## config.mk

```make
export PLATFORM = sky130hd
export DESIGN_NAME = uart_rx_oversampler
export DESIGN_NICKNAME = d
export VERILOG_FILES = /design/src/rtl/uart_rx_oversampler.sv
export SDC_FILE = /design/constraint.sdc
export NUM_CORES = 1
export LEC_CHECK = 0
export BUFFER_PORTS_ARGS = -buffer_cell sky130_fd_sc_hd__buf_2
export CORE_AREA = 2 2 64 72
export CTS_CLUSTER_DIAMETER = 120
export DETAILED_ROUTE_END_ITERATION = 10
export DIE_AREA = 0 0 66 74
export PLACE_DENSITY = 0.81
export REMOVE_ABC_BUFFERS = 1
export SYNTH_ARGS = -nofsm -noshare
export SYNTH_HDL_FRONTEND = slang
export SYNTH_SLANG_ARGS = --single-unit
```

## constraint.sdc

```tcl
create_clock -name src_clk -period 3.1 [get_ports src_clk]
set_input_delay 0.155 -clock src_clk [delete_from_list [all_inputs] [get_ports src_clk]]
set_output_delay 0.155 -clock src_clk [all_outputs]
set_load 0.01 [all_outputs]
```

## src/rtl/uart_rx_oversampler.sv

```systemverilog
// 16x-oversampling UART receiver: 2-flop input synchronizer, baud tick divider,
// 3-sample majority vote per bit, glitch-start rejection and break-safe re-arm.
module uart_rx_oversampler #(
  parameter int DIV_9600   = 326,
  parameter int DIV_57600  = 54,
  parameter int DIV_115200 = 27,
  parameter int DIV_W      = 9
) (
  input  logic       src_clk,
  input  logic       rst,
  input  logic       enable,
  input  logic [1:0] baud_sel,
  input  logic       rx,
  output logic [7:0] data,
  output logic       data_valid,
  output logic       frame_err,
  output logic       busy
);

  typedef enum logic [1:0] {
    IDLE  = 2'd0,
    START = 2'd1,
    DATA  = 2'd2,
    STOP  = 2'd3
  } state_t;

  state_t           state_q, state_d;
  logic             rx_meta, rx_s, rx_s_d;
  logic [1:0]       baud_q;
  logic [DIV_W-1:0] div_cnt, div_val;
  logic             tick;
  logic [3:0]       sample_cnt;
  logic [2:0]       bit_cnt;
  logic             vote7, vote8;
  logic [7:0]       shift;
  logic             armed, hi_ok;
  logic             start_edge, decide, wrap, maj;
  logic             load_data, flag_err;

  always_comb begin
    case (baud_q)
      2'b00:   div_val = DIV_W'(DIV_9600);
      2'b01:   div_val = DIV_W'(DIV_57600);
      default: div_val = DIV_W'(DIV_115200);
    endcase
  end

  // >= rather than == so a divisor shrink while idle cannot strand the counter.
  assign tick       = (div_cnt >= div_val - DIV_W'(1));
  assign start_edge = (state_q == IDLE) && enable && armed && rx_s_d && !rx_s;
  assign decide     = tick && (sample_cnt == 4'd9);
  assign wrap       = tick && (sample_cnt == 4'd15);
  assign maj        = (vote7 & vote8) | (vote7 & rx_s) | (vote8 & rx_s);
  assign busy       = (state_q != IDLE);

  always_comb begin
    // NOTE: every output of this block gets a default first, so no path can infer a latch.
    state_d   = state_q;
    load_data = 1'b0;
    flag_err  = 1'b0;
    if (!enable) begin
      state_d = IDLE;
    end else begin
      case (state_q)
        IDLE: begin
          if (start_edge) state_d = START;
        end
        START: begin
          if (decide && maj) state_d = IDLE;
          else if (wrap)     state_d = DATA;
        end
        DATA: begin
          if (wrap && (bit_cnt == 3'd7)) state_d = STOP;
        end
        STOP: begin
          if (decide) begin
            state_d = IDLE;
            if (maj) load_data = 1'b1;
            else     flag_err  = 1'b1;
          end
        end
        default: state_d = IDLE;
      endcase
    end
  end

  always_ff @(posedge src_clk) begin
    if (rst) begin
      state_q    <= IDLE;
      rx_meta    <= 1'b1;
      rx_s       <= 1'b1;
      rx_s_d     <= 1'b1;
      baud_q     <= 2'b00;
      div_cnt    <= '0;
      sample_cnt <= '0;
      bit_cnt    <= '0;
      vote7      <= 1'b0;
      vote8      <= 1'b0;
      shift      <= '0;
      armed      <= 1'b1;
      hi_ok      <= 1'b0;
      data       <= '0;
      data_valid <= 1'b0;
      frame_err  <= 1'b0;
    end else begin
      // NOTE: non-blocking throughout, so every flop samples pre-edge values together.
      rx_meta    <= rx;
      rx_s       <= rx_meta;
      rx_s_d     <= rx_s;
      state_q    <= state_d;
      data_valid <= load_data;
      frame_err  <= flag_err;
      if (load_data) data <= shift;

      if (state_q == IDLE) baud_q <= baud_sel;

      if (start_edge || tick) div_cnt <= '0;
      else                    div_cnt <= div_cnt + DIV_W'(1);

      if (state_q == IDLE) sample_cnt <= '0;
      else if (tick)       sample_cnt <= sample_cnt + 4'd1;

      if (tick && (sample_cnt == 4'd7)) vote7 <= rx_s;
      if (tick && (sample_cnt == 4'd8)) vote8 <= rx_s;

      if (state_q != DATA) bit_cnt <= '0;
      else if (wrap)       bit_cnt <= bit_cnt + 3'd1;

      if ((state_q == DATA) && decide) shift <= {maj, shift[7:1]};

      // hi_ok tracks whether rx_s stayed high across the current tick window.
      if (tick)       hi_ok <= rx_s;
      else if (!rx_s) hi_ok <= 1'b0;

      if (flag_err)                 armed <= 1'b0;
      else if (tick && hi_ok && rx_s) armed <= 1'b1;
    end
  end

endmodule

```

==> flow_summary.ini <==
[outcome]
outcome = finished, final reports clean

[logic_synthesis]
ys_types = 46
synthAdderAreaFrac_pct = 8.49
yosysWarnings = 0
yosys.area_share.simple_pct = 20.8
synth-compound-area-share_pct = 16.3
synth_xor_area_share_pct = 3.21
ys_ff_latch = 45
yosys-top-cells-area = dfxtp_1 (41%), ha_1 (8.0%), mux2i_1 (4.6%), nor2_1 (4.1%), nand4_1 (4.0%)
yosysSeqAreaShare_pct = 41.3
avgSynthCellArea_um2 = 9.33
synth_top_family_by_area = simple AND/OR/NAND/NOR gates
synthesis.area_um2 = 2180
netlist.area_leader.share_pct = 41.3
synth_edf_count = 0
synth_top_area_cell = dfxtp_1
synthCells = 234
synthFlopType = dfxtp_1
muxShareOfSynthArea_pct = 5.10
synthArstFlopShare_pct = 0

[grt]
grt_pass1_wl_um = 6710
grt_pass1_vias = 1502
gr-usage-all-layers_pct = 17.7
grt_max_degree = 35
grt-ovfl-total = 0
grt_antenna_before_repair = 0

[place]
dp_cells = 293
place_ws_ns = 0.472
gp_congestion = 0.813
portBuffers = 16
dp_hpwl_um = 2870
dpl_cell_area_um2 = 2260

[sta]
rsz0062_at_grt = no
fmax_mhz = 380
finalClockSkew_ns = 0.0127
relSlewSlack_pct = 56.7
hold_ws_ns = 0.0233
final-setup-viol-count = 0
worst_slew_pin_slew_ns = 0.649
layout_min_cycle_time_ns = 2.63
tns_ns = 0
timing_hold_violations_final = 0
final_max_slew_viol_count = 0
timing.final.ws_setup_ns = 0.465
post-route-period-util_pct = 85.0

[cts]
cts_made_buffers = 5
ctsResizeCount = 0
cts_hold_buf = 0
clock_sinks = 45
cts_setup_buffers = 0
cts_tree = built
clkLatencyLatePin_ns = 0.31
cts_htree_levels = 2
cts.root.buffer_cell = clkbuf_8
clk_pin_slew_worst_paths_ns = 0.10
cts_buffer_depth = 2

[floorplanning]
die_w_um = 66
dieArea_um2 = 4880
rows = 25
initial_core_util_pct = 52.1
core_um2 = 4190
die_h_um = 74
io_pins = 17

[final_layout]
area_growth_pct = 8.03
multi_input_area_um2 = 1180
diodes = 0
fill_cells = 397
layout.cells.non_filler = 301
fin_area_um2 = 2360
finish.utilization_pct = 56.2
drive_above_1_share_pct = 14.6
nets = 266
final-seq-area_um2 = 901

[routing]
via_count = 1711
drt_pass1_iterations = 4
viasPerCell = 5.68
ant_nets = 0
routed_wl_um = 4160
drt_iter0_markers = 96
drcViolationCount = 0
drt-wirelength-per-cell_um = 13.8

[critical_path]
critical_path.cell_chain = or2_2 -> ha_1 -> a2111oi_4 -> o211ai_4 -> a21o_1 -> a311o_1 -> o31a_1
required_ns = 3.30
critical_path.startpoint_type = flip-flop
path_class = flip-flop to flip-flop
critPathSlowestCell = a21o_1
end_kind = flip-flop
r2r_setup_slack_ns = 0.47
path_delay_family = compound AO/OA/AOI/OAI gates
crit_buf_inv = 0
crit_arrival_ns = 2.84
slowest_delay_ns = 0.44
cp_max_fo = 21

[power]
cellLeakagePower_nw = 1.02
finalPower_mw = 1.04
swShare_pct = 25.5
power_frac_comb_pct = 5.6
irDropWorstVdd_mv = 0.324
seqPwrFrac_pct = 57.1
p_int_mw = 0.775
power_density_nw_per_um2 = 442
p_clk_share_pct = 37.3
p_switching_mw = 0.266

[run]
max_cap_violations = 0

[hold_path]
min_path_type = input port to flip-flop
-- worst paths after layout --
path / start / to / cells past startpoint
setup / recovery: baud_q[1] / armed / 7
hold / removal: rx / rx_meta / 2
setup reg to reg: baud_q[1] / armed / 7
hold reg to reg: rx_meta / rx_s / 1
-- registers in the layout (all words and copies together), names as in the netlist, 2 cells and up, named ones only --
name and count:
shift 8, div_cnt 9, sample_cnt 4, baud_q 2, data 8, bit_cnt 3
-- power by group through the flow --
stage | Sequential (mW) | Clock (mW) | Combinational, mW
CTS | 0.594 | 0.395 | 0.0596
floorplan | 0.605 | 0 | 0.0407
global route | 0.596 | 0.420 | 0.0652
detailed placement | 0.608 | 0 | 0.0596
finish | 0.594 | 0.388 | 0.0588
global placement | 0.607 | 0 | 0.0580
-- logic make-up after synthesis --
logic type / Yosys count
fa+ha+maj: 15
flops: 45
simple gates: 88
mux: 11
compound gates: 46
xor+xnor: 8
buf+inv: 21
-- final cells by class --
| type | instances | area share, % |
|---|---|---|
| repair buffers | 16 | 3.40 |
| flip-flops and latches | 45 | 38.2 |
| multi-input cells | 168 | 49.9 |
| inverters | 10 | 1.59 |
| clock inverters | 3 | 1.11 |
| well taps | 54 | 2.87 |
| clock buffers | 5 | 2.92 |
-- per-layer routing --
layer	global-route usage [%]	vias up	share of wire (%)
met1	21.7	814	46
met3	4.24	6	3.2
li1	-	860	-
met5	0	-	0
met4	5.44	0	1.1
met2	31.0	31	50
-- placed cells by master (no fill, tap or decap), types with 2 or more instances in the layout --
cell and n:
mux2i_1 10, o21ai_0 4, nor2_1 24, nand2_1 14
xor2_1 6, a31oi_1 2, and3_1 5, a21oi_4 2
dfxtp_1 45, inv_6 3, nor3_1 4, a21o_1 2
clkbuf_8 5, and2_1 2, or2_2 4, xnor2_1 2
nand2b_1 4, nand4_1 14, o31ai_1 10, o21a_1 2
nand3_1 8, a21oi_1 15, inv_1 10, buf_2 16
ha_1 14
-- cell usage after synthesis, drive strengths merged, types with 3 or more instances --
cell type / n
a21oi: 17
and2: 3
and3: 5
buf: 5
clkbuf: 6
dfxtp: 45
ha: 14
inv: 10
mux2i: 10
nand2: 15
nand2b: 4
nand3: 8
nand4: 14
nor2: 24
nor3: 5
o21ai: 4
o31ai: 10
or2: 4
xor2: 6
Note: power is estimated with default switching activity, not from simulation.
